**config.mk**
```make
export PLATFORM = sky130hd
export DESIGN_NAME = matrix_engine_seq
export DESIGN_NICKNAME = d
export VERILOG_FILES = /design/src/rtl/matrix_pkg.sv /design/src/rtl/matrix_mac.sv /design/src/rtl/matrix_engine_seq.sv
export SDC_FILE = /design/constraint.sdc
export NUM_CORES = 1
export LEC_CHECK = 0
export ABC_AREA = 1
export CORE_MARGIN = 2
export CORE_UTILIZATION = 61
export CTS_CLUSTER_DIAMETER = 150
export CTS_CLUSTER_SIZE = 12
export DETAILED_ROUTE_END_ITERATION = 10
export GPL_TIMING_DRIVEN = 1
export MAX_ROUTING_LAYER = met4
export PLACE_DENSITY = 0.81
export SLEW_MARGIN = 10
export SYNTH_ARGS = -nofsm -noshare
export SYNTH_HDL_FRONTEND = slang
export SYNTH_SLANG_ARGS = --single-unit
```
**constraint.sdc**
```tcl
create_clock -name clk -period 5.1 [get_ports clk]
set_input_delay 0.765 -clock clk [delete_from_list [all_inputs] [get_ports clk]]
set_output_delay 0.765 -clock clk [all_outputs]
set_load 0.05 [all_outputs]
```
**src/rtl/matrix_pkg.sv**
```systemverilog
// Shared types and width helper for the sequential matrix engine.
package matrix_pkg;

  // Operation selector, sampled together with start.
  typedef enum logic [1:0] {
    OP_ADD       = 2'b00,
    OP_SUB       = 2'b01,
    OP_MUL       = 2'b10,
    OP_TRANSPOSE = 2'b11
  } op_e;

  // Engine control states.
  typedef enum logic [1:0] {
    StIdle,
    StCalc,
    StEmit
  } state_e;

  // Result width: wide enough for N products of two DW-bit operands.
  function automatic int unsigned calc_rw(input int unsigned n, input int unsigned dw);
    return 2 * dw + $clog2(n);
  endfunction

endpackage

```
**src/rtl/matrix_mac.sv**
```systemverilog
// Single multiply-accumulate unit: sum = acc + a*b, acc updated when enabled.
module matrix_mac #(
  parameter int unsigned DW = 4,
  parameter int unsigned RW = 10
) (
  input  logic          clk,
  input  logic          rst_n,
  input  logic          clr,
  input  logic          en,
  input  logic [DW-1:0] a,
  input  logic [DW-1:0] b,
  output logic [RW-1:0] sum
);

  logic [2*DW-1:0] prod;
  logic [RW-1:0]   acc_q;

  // Product and running sum including the current term.
  always_comb begin
    prod = a * b;
    sum  = acc_q + RW'(prod);
  end

  // Accumulator register; clear wins over enable.
  always_ff @(posedge clk or negedge rst_n) begin
    if (!rst_n) begin
      acc_q <= '0;
    end else if (clr) begin
      acc_q <= '0;
    end else if (en) begin
      acc_q <= sum;
    end
  end

endmodule

```
**src/rtl/matrix_engine_seq.sv**
```systemverilog
// Sequential N x N matrix engine: ADD, SUB, MUL (one MAC) or TRANSPOSE_A,
// results streamed row-major over a valid/ready handshake.
module matrix_engine_seq
  import matrix_pkg::*;
#(
  parameter int unsigned  N  = 3,
  parameter int unsigned  DW = 4,
  localparam int unsigned RW = calc_rw(N, DW),
  localparam int unsigned IW = $clog2(N)
) (
  input  logic          clk,
  input  logic          rst_n,
  input  logic          wr_en,
  input  logic          wr_sel,
  input  logic [IW-1:0] wr_row,
  input  logic [IW-1:0] wr_col,
  input  logic [DW-1:0] wr_data,
  input  logic [1:0]    op,
  input  logic          start,
  output logic          busy,
  output logic          out_valid,
  input  logic          out_ready,
  output logic [RW-1:0] out_data,
  output logic [IW-1:0] out_row,
  output logic [IW-1:0] out_col,
  output logic          done
);

  localparam logic [IW-1:0] Last = IW'(N - 1);

  state_e          state_q, state_d;
  op_e             op_q;
  logic [IW-1:0]   i_q, j_q, k_q;
  logic [RW-1:0]   out_data_q;
  logic            done_q;
  logic [DW-1:0]   a_q [N][N];
  logic [DW-1:0]   b_q [N][N];

  logic            wr_ok, hs, last_elem, calc_done, mac_clr, mac_en;
  logic [RW-1:0]   mac_sum, elem_res;
  logic [DW:0]     diff;

  // Handshake and sequencing conditions.
  always_comb begin
    wr_ok = wr_en && (state_q == StIdle) &&
            ({1'b0, wr_row} < (IW + 1)'(N)) && ({1'b0, wr_col} < (IW + 1)'(N));
    hs        = (state_q == StEmit) && out_ready;
    last_elem = (i_q == Last) && (j_q == Last);
    calc_done = (op_q != OP_MUL) || (k_q == Last);
    mac_clr   = ((state_q == StIdle) && start) || (hs && !last_elem);
    mac_en    = (state_q == StCalc) && (op_q == OP_MUL);
  end

  matrix_mac #(
    .DW (DW),
    .RW (RW)
  ) u_mac (
    .clk   (clk),
    .rst_n (rst_n),
    .clr   (mac_clr),
    .en    (mac_en),
    .a     (a_q[i_q][k_q]),
    .b     (b_q[k_q][j_q]),
    .sum   (mac_sum)
  );

  // Element result for the current (i, j); SUB is sign-extended.
  always_comb begin
    diff     = {1'b0, a_q[i_q][j_q]} - {1'b0, b_q[i_q][j_q]};
    elem_res = '0;
    unique case (op_q)
      OP_ADD:       elem_res = RW'(a_q[i_q][j_q]) + RW'(b_q[i_q][j_q]);
      OP_SUB:       elem_res = {{(RW - DW - 1){diff[DW]}}, diff};
      OP_MUL:       elem_res = mac_sum;
      OP_TRANSPOSE: elem_res = RW'(a_q[j_q][i_q]);
    endcase
  end

  // Operand buffers; writable only while idle.
  always_ff @(posedge clk or negedge rst_n) begin
    if (!rst_n) begin
      for (int r = 0; r < int'(N); r++) begin
        for (int c = 0; c < int'(N); c++) begin
          a_q[r][c] <= '0;
          b_q[r][c] <= '0;
        end
      end
    end else if (wr_ok) begin
      if (wr_sel) b_q[wr_row][wr_col] <= wr_data;
      else        a_q[wr_row][wr_col] <= wr_data;
    end
  end

  // State register.
  always_ff @(posedge clk or negedge rst_n) begin
    if (!rst_n) state_q <= StIdle;
    else        state_q <= state_d;
  end

  // Next-state logic.
  always_comb begin
    state_d = state_q;
    unique case (state_q)
      StIdle:  if (start) state_d = StCalc;
      StCalc:  if (calc_done) state_d = StEmit;
      StEmit:  if (out_ready) state_d = last_elem ? StIdle : StCalc;
      default: state_d = StIdle;
    endcase
  end

  // Counters, latched op, result register and done pulse.
  always_ff @(posedge clk or negedge rst_n) begin
    if (!rst_n) begin
      op_q       <= OP_ADD;
      i_q        <= '0;
      j_q        <= '0;
      k_q        <= '0;
      out_data_q <= '0;
      done_q     <= 1'b0;
    end else begin
      done_q <= hs && last_elem;
      unique case (state_q)
        StIdle: begin
          if (start) begin
            op_q <= op_e'(op);
            i_q  <= '0;
            j_q  <= '0;
            k_q  <= '0;
          end
        end
        StCalc: begin
          if (calc_done) out_data_q <= elem_res;
          else           k_q        <= k_q + 1'b1;
        end
        StEmit: begin
          if (hs && !last_elem) begin
            k_q <= '0;
            if (j_q == Last) begin
              j_q <= '0;
              i_q <= i_q + 1'b1;
            end else begin
              j_q <= j_q + 1'b1;
            end
          end
        end
        default: ;
      endcase
    end
  end

  assign busy      = (state_q != StIdle);
  assign out_valid = (state_q == StEmit);
  assign out_data  = out_data_q;
  assign out_row   = i_q;
  assign out_col   = j_q;
  assign done      = done_q;

endmodule

```
### After elaboration in Yosys (flattened, before gate mapping)

Index checks and enable logic that the tools add are counted.

| operators by class | value |
|---|---|
| add/subtract/negate cells | 6 |
| bitwise operators | 6 |
| reductions and logical operators | 28 |
| div/mod/pow operators | 0 |
| shifts and indexed selects | 0 |
| $mul | 1 |
| muxes and demuxes | 51 |
| equality and inequality tests | 15 |
| order comparisons | 9 |

Operator list:

| operator | number |
|---|---|
| 12-bit two-way mux | 9 |
| 12-bit binary-select mux with 2-bit select | 4 |
| 36-bit bitwise mux | 2 |
| 4-bit two-way mux | 11 |
| 4-bit binary-select mux with 2-bit select | 5 |
| 10-bit case mux with 4 select lines | 1 |
| 12-bit demux with 2-bit select | 1 |
| 10-bit two-way mux | 2 |
| 2-bit two-way mux | 10 |
| 3-bit >= comparator (second input constant) | 5 |
| 2-bit inverter with 3-bit output | 5 |
| 2-bit == test (second input constant) | 6 |
| 2-bit case mux with 3 select lines | 2 |
| 1-bit logical AND | 11 |
| 10-bit by 8-bit adder with 10-bit output | 1 |
| 4-bit demux with 2-bit select | 1 |
| 4-bit by 4-bit multiplier with 8-bit output | 1 |
| 2-bit != test (second input constant) | 4 |
| 2-bit case mux with 2 select lines | 2 |
| 2-bit AND reduction | 4 |
| 4-bit AND reduction | 2 |
| 2-bit by 1-bit adder with 2-bit output (second input constant) | 3 |
| 3-bit by 1-bit less-than comparator with 1-bit output (second input constant) | 2 |
| 2-bit by 1-bit != test with 1-bit output (second input constant) | 3 |
| other kinds (12) | 19 |

| word-level totals | value |
|---|---|
| bits in latches | 0 |
| register bits after elaboration | 103 |
| memory bits (writable) | 0 |
| input bits | 16 |
| bits in read-only memories | 0 |
| memories kept | 0 |

### Logic depth before layout (Yosys ltp)

Gate-level depths: netlist of the first run.

| depth | value |
|---|---|
| depth after elaboration | 11 |
| depth in mapped cells | 26 |
| gate-level depth less buffers | 24 |

### Hierarchy

Synthesis of the first run repeated with hierarchy kept, for this count alone.

| unflattened totals | value |
|---|---|
| cells, all modules | 902 |
| area total of the unflattened synthesis | 6755.2 um^2 |

By module, submodules not included:

| module | seq. area each (um^2) | area each (um^2) | times used | cells each |
|---|---|---|---|---|
| matrix_engine_seq | 2327.2 | 5460.2 | 1 | 725 |
| matrix_mac | 250.2 | 1295.0 | 1 | 177 |

### Least setup slack after synthesis of the first run

Ideal clock, no wire load.

| path | value |
|---|---|
| path kind | reg-to-reg |
| start | register j_q[1] (netlist: out_col[1]) |
| end | register out_data_q[8] (netlist: out_data[8]) |
| cell stages (with the launch flop) | 22 |
| path buffers | 2 |
| data required time | 4.982 ns |
| arrival | 4.032 ns |
| setup slack | 0.951 ns |
| path through | dfrtp_1 > buf_6 > inv_6 > nand2_4 > buf_2 > o221ai_1 > nand2_1 > nand3_2 > nand2_1 > fa_1 > fa_1 > fa_1 > inv_1 > ha_1 > nand2_1 > nand3_1 > nand2_1 > nand3_1 > nand3_1 > nand2_1 > nand2_1 > nand2_1 |

| between the ends | value |
|---|---|
| word-level cells in the longest chain between the ends | 7 |
| elaborated cells on any way between the ends | 14 |

RTL lines:

| element | line | source |
|---|---|---|
| from (decl) | matrix_engine_seq.sv:33 | `logic [IW-1:0] i_q, j_q, k_q;` |
| from (signal assigned) | matrix_engine_seq.sv:142 | `j_q <= j_q + 1'b1;` |
| 2-bit inverter with 3-bit output (implied by the code) * | matrix_engine_seq.sv:63, matrix_engine_seq.sv:69 |  |
| 4-bit binary-select mux with 2-bit select | matrix_engine_seq.sv:63 | `.b (b_q[k_q][j_q]),` |
| 4-bit two-way mux (implied by the code) (2 in a row) | matrix_engine_seq.sv:63 |  |
| 4-bit by 4-bit multiplier with 8-bit output | matrix_mac.sv:20 | `prod = a * b;` |
| 10-bit by 8-bit adder with 10-bit output | matrix_mac.sv:21 | `sum = acc_q + RW'(prod);` |
| 10-bit case mux with 4 select lines * | matrix_engine_seq.sv:71 | `unique case (op_q)` |
| to (signal assigned) | matrix_engine_seq.sv:132 | `if (calc_done) out_data_q <= elem_res;` |
| to (decl) | matrix_engine_seq.sv:34 | `logic [RW-1:0] out_data_q;` |

Mark *: on every way between the ends. The rest lies on a longest branch, timed or not. The select of a mux whose other input is x is not followed.
A chain may end at the register's enable or synchronous reset.

### Worst setup path after layout of the first run

| path | value |
|---|---|
| start | register j_q[0] (netlist: out_col[0]) |
| end | register out_data_q[4] (netlist: out_data[4]) |

| between the ends | value |
|---|---|
| word-level cells in the longest chain between the ends | 7 |
| elaborated cells on any way between the ends | 15 |

RTL lines:

| element | line |
|---|---|
| 2-bit inverter with 3-bit output (implied by the code) * | matrix_engine_seq.sv:63, matrix_engine_seq.sv:69, matrix_engine_seq.sv:72 |
| 4-bit binary-select mux with 2-bit select | matrix_engine_seq.sv:63 |
| 4-bit two-way mux (implied by the code) (2 in a row) | matrix_engine_seq.sv:63 |
| 4-bit by 4-bit multiplier with 8-bit output | matrix_mac.sv:20 |
| 10-bit by 8-bit adder with 10-bit output | matrix_mac.sv:21 |
| 10-bit case mux with 4 select lines * | matrix_engine_seq.sv:71 |

Marks and branches as above.

==> results.md, run 1 <==
* Remaining DRCs at 0
* Crit-path max cell delay at between 500 and 600 ps
* First-pass GRT wire length at ~30000 um
* CP startpoint kind: register
* Clock Pin Slew Worst Setup and Hold Paths at 90 ps
* Fill cell total of the finished layout at 938
* Most frequent cells in the layout: nand2_1, inv_1, dfrtp_1
* # diodes at 0
* Headroom to the max-slew limit at 32.75%
* DP HPWL at 13600 um
* Final Max Slew Viols at 0
* Status: completed
* # placed instances at 1050
* FF/Latch Area at 2577 sq um
* Seq cells post-synth at between 100 and 150
* Clock root buffer: clkbuf_8
* Core Area at 10890 sq um
* Final setup TNS at 0 ps
* Via/cell ratio at around 5.6
* Area occupied by multi-input gates at 3571 sq um
* Vias in the first global route at roughly 5700
* Cell Rows at 38
* H-tree depth at 3
* Reg2Reg Launch Point: out_col[0]$_DFFE_PN0P_
* Dpl cell area at ~7200 sq um
* Final ANT Viol Nets at 0
* Setup Viol. Count Final at 0
* Initial antenna violation count at 0
* Fin crit period at 4642 ps
* DR vias at between 6000 and 7000
* R2r endpoint: out_data[4]$_DFFE_PN0P_
* CP max-delay cell: dfrtp_1
* Post-CTS Setup Inserts at 0
* Iteration-0 DRC Markers at 548
* EDFF count, synth at 0
* WL per Instance at 16.86 um
* WL final at between 15000 and 20000 um
* Post-CTS sizing at 0
* Syn Area/Cell at ~7.6 sq um
* Power Density at a little over 700 nW/um^2
* Fin Hold WS at 472.6 ps
* Crit. End Element: register
* Critical Path Fanout Max at 18
* Starting density of the core at 62.87%
* Worst setup path end: out_data[4]$_DFFE_PN0P_
* Leakage at between 3 and 4 nW
* Most common cell after layout, fill and taps aside: nand2_1
* Die ar. at about 12000 sq um
* Drt pass-1 iters at 5
* Cts hold-fix bufs at 0
* Arrival time worst endpoint at 4920 ps
* Routability cong. at 0.9944
* Yosys cell types at 44
* Mapped Cells at 902
* Ys async rst share at 100.0%
* Largest net degree at the start of global routing at 71
* Syn Std Cell Area at 6845 sq um
* CTS tree: done
* Fmax at about 0.22 GHz
* Reg2reg path depth at 17
* Global route total overflow at 0
* Worst-skew pair later-pin latency at a little under 400 ps
* Port Buf Inserts at 32
* Finished Layout Cells at around 1100
* Buffer depth of the longest clock path at 2
* Gr usage total at 33.49%
* Die H at ~110 um
* Worst EP required at 5380 ps
* Critical-path cell list: nor2_8, inv_2, o221ai_1, nand2_1, nand3_2, nand2_1, fa_1, fa_1, fa_1, inv_1, ha_1, nand2_1, nand3_1, xnor2_1, o21ai_0, nand2_1, nand2_1
* Clock buffer count from CTS at 9
* Main synth FF type: dfrtp_1
* Area of all placed cells without fillers at approximately 7300 sq um
* CTS sink count at just over 100
* Seq/Total Area, Yosys at a little under two fifths
* Hold Violations, Final at 0
* Syn nets at 957
* Synth warn at 0
* HP Class: in2async
* Max-cap violations at 0
* Final nets at slightly below 1000
* IO Count at 33
* VDD IR-drop max at roughly 430 uV
* Worst slew pin tran at 1006 ps
* Area grow syn2layout at 7.366%
* Critical path type: reg2reg
* Tcrit/Tclk final at 91.02%
* Layout cell share with drive strength beyond 1 at 8.747%
* Cell mode on critical path: nand2_1
* Setup crit start: out_col[0]$_DFFE_PN0P_
* R2r setup slk at 460 ps
* RSZ-0062 raised after global routing: false
* Worst Skew at 13.06 ps
* DIE WIDTH at 109.9 um
-- cell families (layout without fill, tap and decap cells) --
group | after synthesis | count (layout) | share of synthesized area [%]
xor+xnor | 3 | 3 | 0.3839
buf+inv | 156 | 180 | 10.18
simple gates | 430 | 430 | 28.26
compound gates | 171 | 171 | 15.19
fa+ha+maj | 39 | 39 | 8.335
flops | 103 | 103 | 37.65
-- synthesized netlist by cell type (12+ instances only) --
master      n  area [sq um]
buf_6      12         135.1
ha_1       28         350.3
inv_1     116         435.4
dfrtp_1   103          2577
nand3_1    52         260.3
o21ai_1    13         65.06
o221ai_1   18         157.7
nand2_1   302          1134
a21oi_1    24         120.1
o21ai_0    90         450.4
nor2_1     28         105.1
-- per-stage QoR --
| stage | total power, mW | util, % | setup slack [ps] |
|---|---|---|---|
| final | 5.258 | 67.50 | 457.8 |
| after global routing | 5.769 | 67.50 | 162.6 |
| after CTS | 5.216 | 67.50 | 484.4 |
| after detailed placement | 4.691 | 65.76 | 509.2 |
| after global placement | 4.618 | 65.76 | 573.7 |
| after floorplan | 3.848 | - | 950.7 |
-- report_power, final --
part	switching [mW]	total, mW	leakage, nW	internal (mW)
clock	0.289	0.517	0.0895	0.227
combinational	2.29	3.53	2.40	1.23
sequential	0.172	1.22	1.21	1.04
-- layout make-up --
class	count	area share (%)
clock buffer	11	1.788
clock inverter	5	0.8001
inverter	130	6.844
timing repair buffer	34	4.528
sequential	103	35.07
tap	140	2.383
multi-input combinational	643	48.59
-- how the worst min path moves through the flow --
| stage | startpoint | endpoint | cells after the start |
|---|---|---|---|
| finish | rst_n | a_q[0]$_DFFE_PN0P_ | 1 |
| global route | out_data[4]$_DFFE_PN0P_ | out_data[4]$_DFFE_PN0P_ | 2 |
| CTS | out_data[1]$_DFFE_PN0P_ | out_data[1]$_DFFE_PN0P_ | 2 |
| detailed placement | out_data[6]$_DFFE_PN0P_ | out_data[6]$_DFFE_PN0P_ | 2 |
| global placement | out_data[1]$_DFFE_PN0P_ | out_data[1]$_DFFE_PN0P_ | 2 |
| floorplan | u_mac.acc_q[7]$_DFFE_PN0P_ | u_mac.acc_q[7]$_DFFE_PN0P_ | 2 |
-- flip-flops by register name, summed over array words and instances, names as in the netlist --
register	count
a_q	36
b_q	36
out_data	10
u_mac.acc_q	10
k_q	2
op_q	2
out_col	2
out_row	2
state_q	2
done	1
-- worst max-delay path, delay by kind of cell, from the launching register on --
family / cells / cell delay, ps
DFF: 1 / 580
adders and majority gates: 4 / 1900
and+or+nand+nor: 8 / 1040
xor gates and xnor gates: 1 / 330
buffers and inverters: 2 / 220
AOI/OAI and AO/OA: 2 / 450
-- metal layers --
| layer | GRT usage, % | routed length (um) | vias to the layer above | part of all wire, % |
|---|---|---|---|---|
| met5 | - | 0 | - | 0 |
| met4 | 11.93 | 416 | 0 | 2.3 |
| met3 | 4.801 | 1139 | 30 | 6.3 |
| met2 | 50.53 | 8265 | 233 | 46 |
| met1 | 46.28 | 8153 | 2810 | 45 |
| li1 | - | - | 2942 | - |
Power figures use the tool's default switching activity.
==> run 2, diff against run 1 <==
Settings changed: RECOVER_POWER from default to 25.
==> results.md, run 2 (same netlist as run 1, synthesis figures left out) <==
* Most frequent cells in the layout: nand2_1, inv_1, dfrtp_1 (unchanged)
* Final ANT Viol Nets at 0 (unchanged)
* Failing checks: capacitance limit, slew limit
* Port Buf Inserts at 32 (unchanged)
* Crit path buf inv count at 2 (unchanged)
* Layout cell share with drive strength beyond 1 at 8.639% (was 8.747%)
* Drt pass-1 iters at 5 (unchanged)
* Buffer depth of the longest clock path at 2 (unchanged)
* Die ar. at 12090 sq um (unchanged)
* RSZ-0062 raised after global routing: false (unchanged)
* HP Class: reg2reg (was in2async)
* Status: complete, but fails checks (was completed)
* H-tree depth at 3 (unchanged)
* Critical Path Fanout Max at 18 (unchanged)
* Worst-skew pair later-pin latency at 390 ps (about the same)
* Post-CTS Setup Inserts at 0 (unchanged)
* Cell Rows at 38 (unchanged)
* Reg2Reg Launch Point: out_col[0]$_DFFE_PN0P_ (unchanged)
* Biggest regs: a_q x36, b_q x36 (unchanged)
* Iteration-0 DRC Markers at 548 (unchanged)
* Fin crit period at 4642 ps (about the same)
* Worst Skew at 13.04 ps (was 13.06 ps)
* Clock root buffer: clkbuf_8 (unchanged)
* CTS sink count at 103 (unchanged)
* Headroom to the max-slew limit at -155.3% (was 32.75%)
* Most common cell after layout, fill and taps aside: nand2_1 (unchanged)
* Vias in the first global route at 5748 (unchanged)
* Largest net degree at the start of global routing at 71 (unchanged)
* Crit. End Element: register (unchanged)
* Cell mode on critical path: nand2_1 (unchanged)
* Max-cap violations at 1 (was 0)
* Setup Viol. Count Final at 0 (unchanged)
* Leakage at 3.699 nW (was 3.702 nW)
* Final Max Slew Viols at 71 (was 0)
* Worst hold start: out_data[4]$_DFFE_PN0P_
* Starting density of the core at 62.87% (unchanged)
* DIE WIDTH at 109.9 um (unchanged)
* Core Area at 10890 sq um (unchanged)
* Final nets at 976 (unchanged)
* Final setup TNS at 0 ps (unchanged)
* Critical path type: reg2reg (unchanged)
* Clock buffer count from CTS at 9 (unchanged)
* Tcrit/Tclk final at 91.03% (was 91.02%)
* First-pass GRT wire length at 29580 um (unchanged)
* Endpoint, Worst Hold: out_data[4]$_DFFE_PN0P_
* Top Family by Delay on Critical Path: adder cells (unchanged)
* VDD IR-drop max at 433.7 uV (was 433.9 uV)
* Fill cell total of the finished layout at 938 (unchanged)
* Clock Pin Slew Worst Setup and Hold Paths at 90 ps (about the same)
* Crit-path max cell delay at 580 ps (about the same)
* Power Density at 715.8 nW/um^2 (was 715.5 nW/um^2)
* Finished Core Util at 67.47% (was 67.50%)
* Pre-CTS setup slack at 509.2 ps (unchanged)
* Remaining DRCs at 0 (unchanged)
* Critical-path cell list: nor2_8, inv_2, o221ai_1, nand2_1, nand3_2, nand2_1, fa_1, fa_1, fa_1, inv_1, ha_1, nand2_1, nand3_1, xnor2_1, o21ai_0, nand2_1, nand2_1 (unchanged)
* DR vias at 5999 (was 6015)
* Global route total overflow at 0 (unchanged)
* # diodes at 0 (unchanged)
* Via/cell ratio at 5.628 (was 5.643)
* Gr usage total at 33.49% (unchanged)
* IO Count at 33 (unchanged)
* WL final at 17980 um (unchanged)
* CTS tree: done (unchanged)
* DP HPWL at 13600 um (unchanged)
* Reg2reg path depth at 17 (unchanged)
* Hold Violations, Final at 0 (unchanged)
* Fin Hold WS at 489.6 ps (was 472.6 ps)
* R2r endpoint: out_data[4]$_DFFE_PN0P_ (unchanged)
* Die H at 109.9 um (unchanged)
* Initial antenna violation count at 0 (unchanged)
* CP max-delay cell: dfrtp_1 (unchanged)
* R2r setup slk at 460 ps (about the same)
* Hold path cells at 2
* Worst slew pin tran at 3830 ps (was 1006 ps)
* Setup ws final at 457.6 ps (was 457.8 ps)
* Fmax at 0.2154 GHz (about the same)
* Arrival time worst endpoint at 4920 ps (about the same)
* Total power at 5.258 mW (about the same)
* WL per Instance at 16.86 um (unchanged)
* CP startpoint kind: register (unchanged)
* Area grow syn2layout at 7.311% (was 7.366%)
* Routability cong. at 0.9944 (unchanged)
* Worst EP required at 5380 ps (about the same)
* Post-CTS sizing at 0 (unchanged)
* Cts hold-fix bufs at 0 (unchanged)
-- run 2: changes by cell type in the layout (fill, tap and decap cells not counted), sizes merged --
cell    previous run  this run
clkbuf            11        12
buf                3         2
-- run 2: worst min-delay path: cells and delay by family, from the launching register on --
family / cells / cell delay (ps)
flip-flops: 1 / 350
AND/OR/NAND/NOR: 2 / 110
-- run 2: through the flow --
stage / std cells / cell area, sq um
global placement: 1050 / 7159
floorplan: 902 / 6845
finish: 1066 / 7346
detailed placement: 1050 / 7159
CTS: 1066 / 7350
global route: 1066 / 7346
-- run 2: power breakdown --
part,internal (mW),switching (mW)
sequential,1.04,0.172
combinational,1.23,2.29
clock,0.227,0.291
total,2.50,2.76
-- run 2: worst max path at each step --
stage | from | to | cells past startpoint
6_report | out_col[0]$_DFFE_PN0P_ | out_data[4]$_DFFE_PN0P_ | 17
5_1_grt | out_col[0]$_DFFE_PN0P_ | out_data[4]$_DFFE_PN0P_ | 19
4_1_cts | out_col[0]$_DFFE_PN0P_ | out_data[4]$_DFFE_PN0P_ | 17
3_5_place_dp | out_col[0]$_DFFE_PN0P_ | out_data[4]$_DFFE_PN0P_ | 17
3_3_place_gp | out_col[0]$_DFFE_PN0P_ | out_data[4]$_DFFE_PN0P_ | 17
2_1_floorplan | out_col[1]$_DFFE_PN0P_ | out_data[8]$_DFFE_PN0P_ | 21
-- run 2: routing by layer --
layer  part of all wire (%)  global-route usage, %  vias up
li1                       -                      -     2942
met5                      0                      -        -
met1                     45                  46.28     2803
met2                     46                  50.53      219
met4                    2.5                  11.93        0
met3                    6.2                  4.801       35
-- run 2: layout make-up --
cell class                 instances  area (sq um)  area share, %
multi-input combinational        643          3571          48.61
tap                              140         175.2          2.385
timing repair buffer              34         329.1          4.480
clock buffer                      11         131.4          1.788
sequential                       103          2577          35.09
clock inverter                     5         58.81         0.8005
inverter                         130         503.0          6.847
==> run 3, diff against run 2 <==
Settings changed: CTS_CLUSTER_DIAMETER 150 to default.
==> results of run 3 <==
Same layout as run 2: the final DEF is identical, and so are final timing and power.
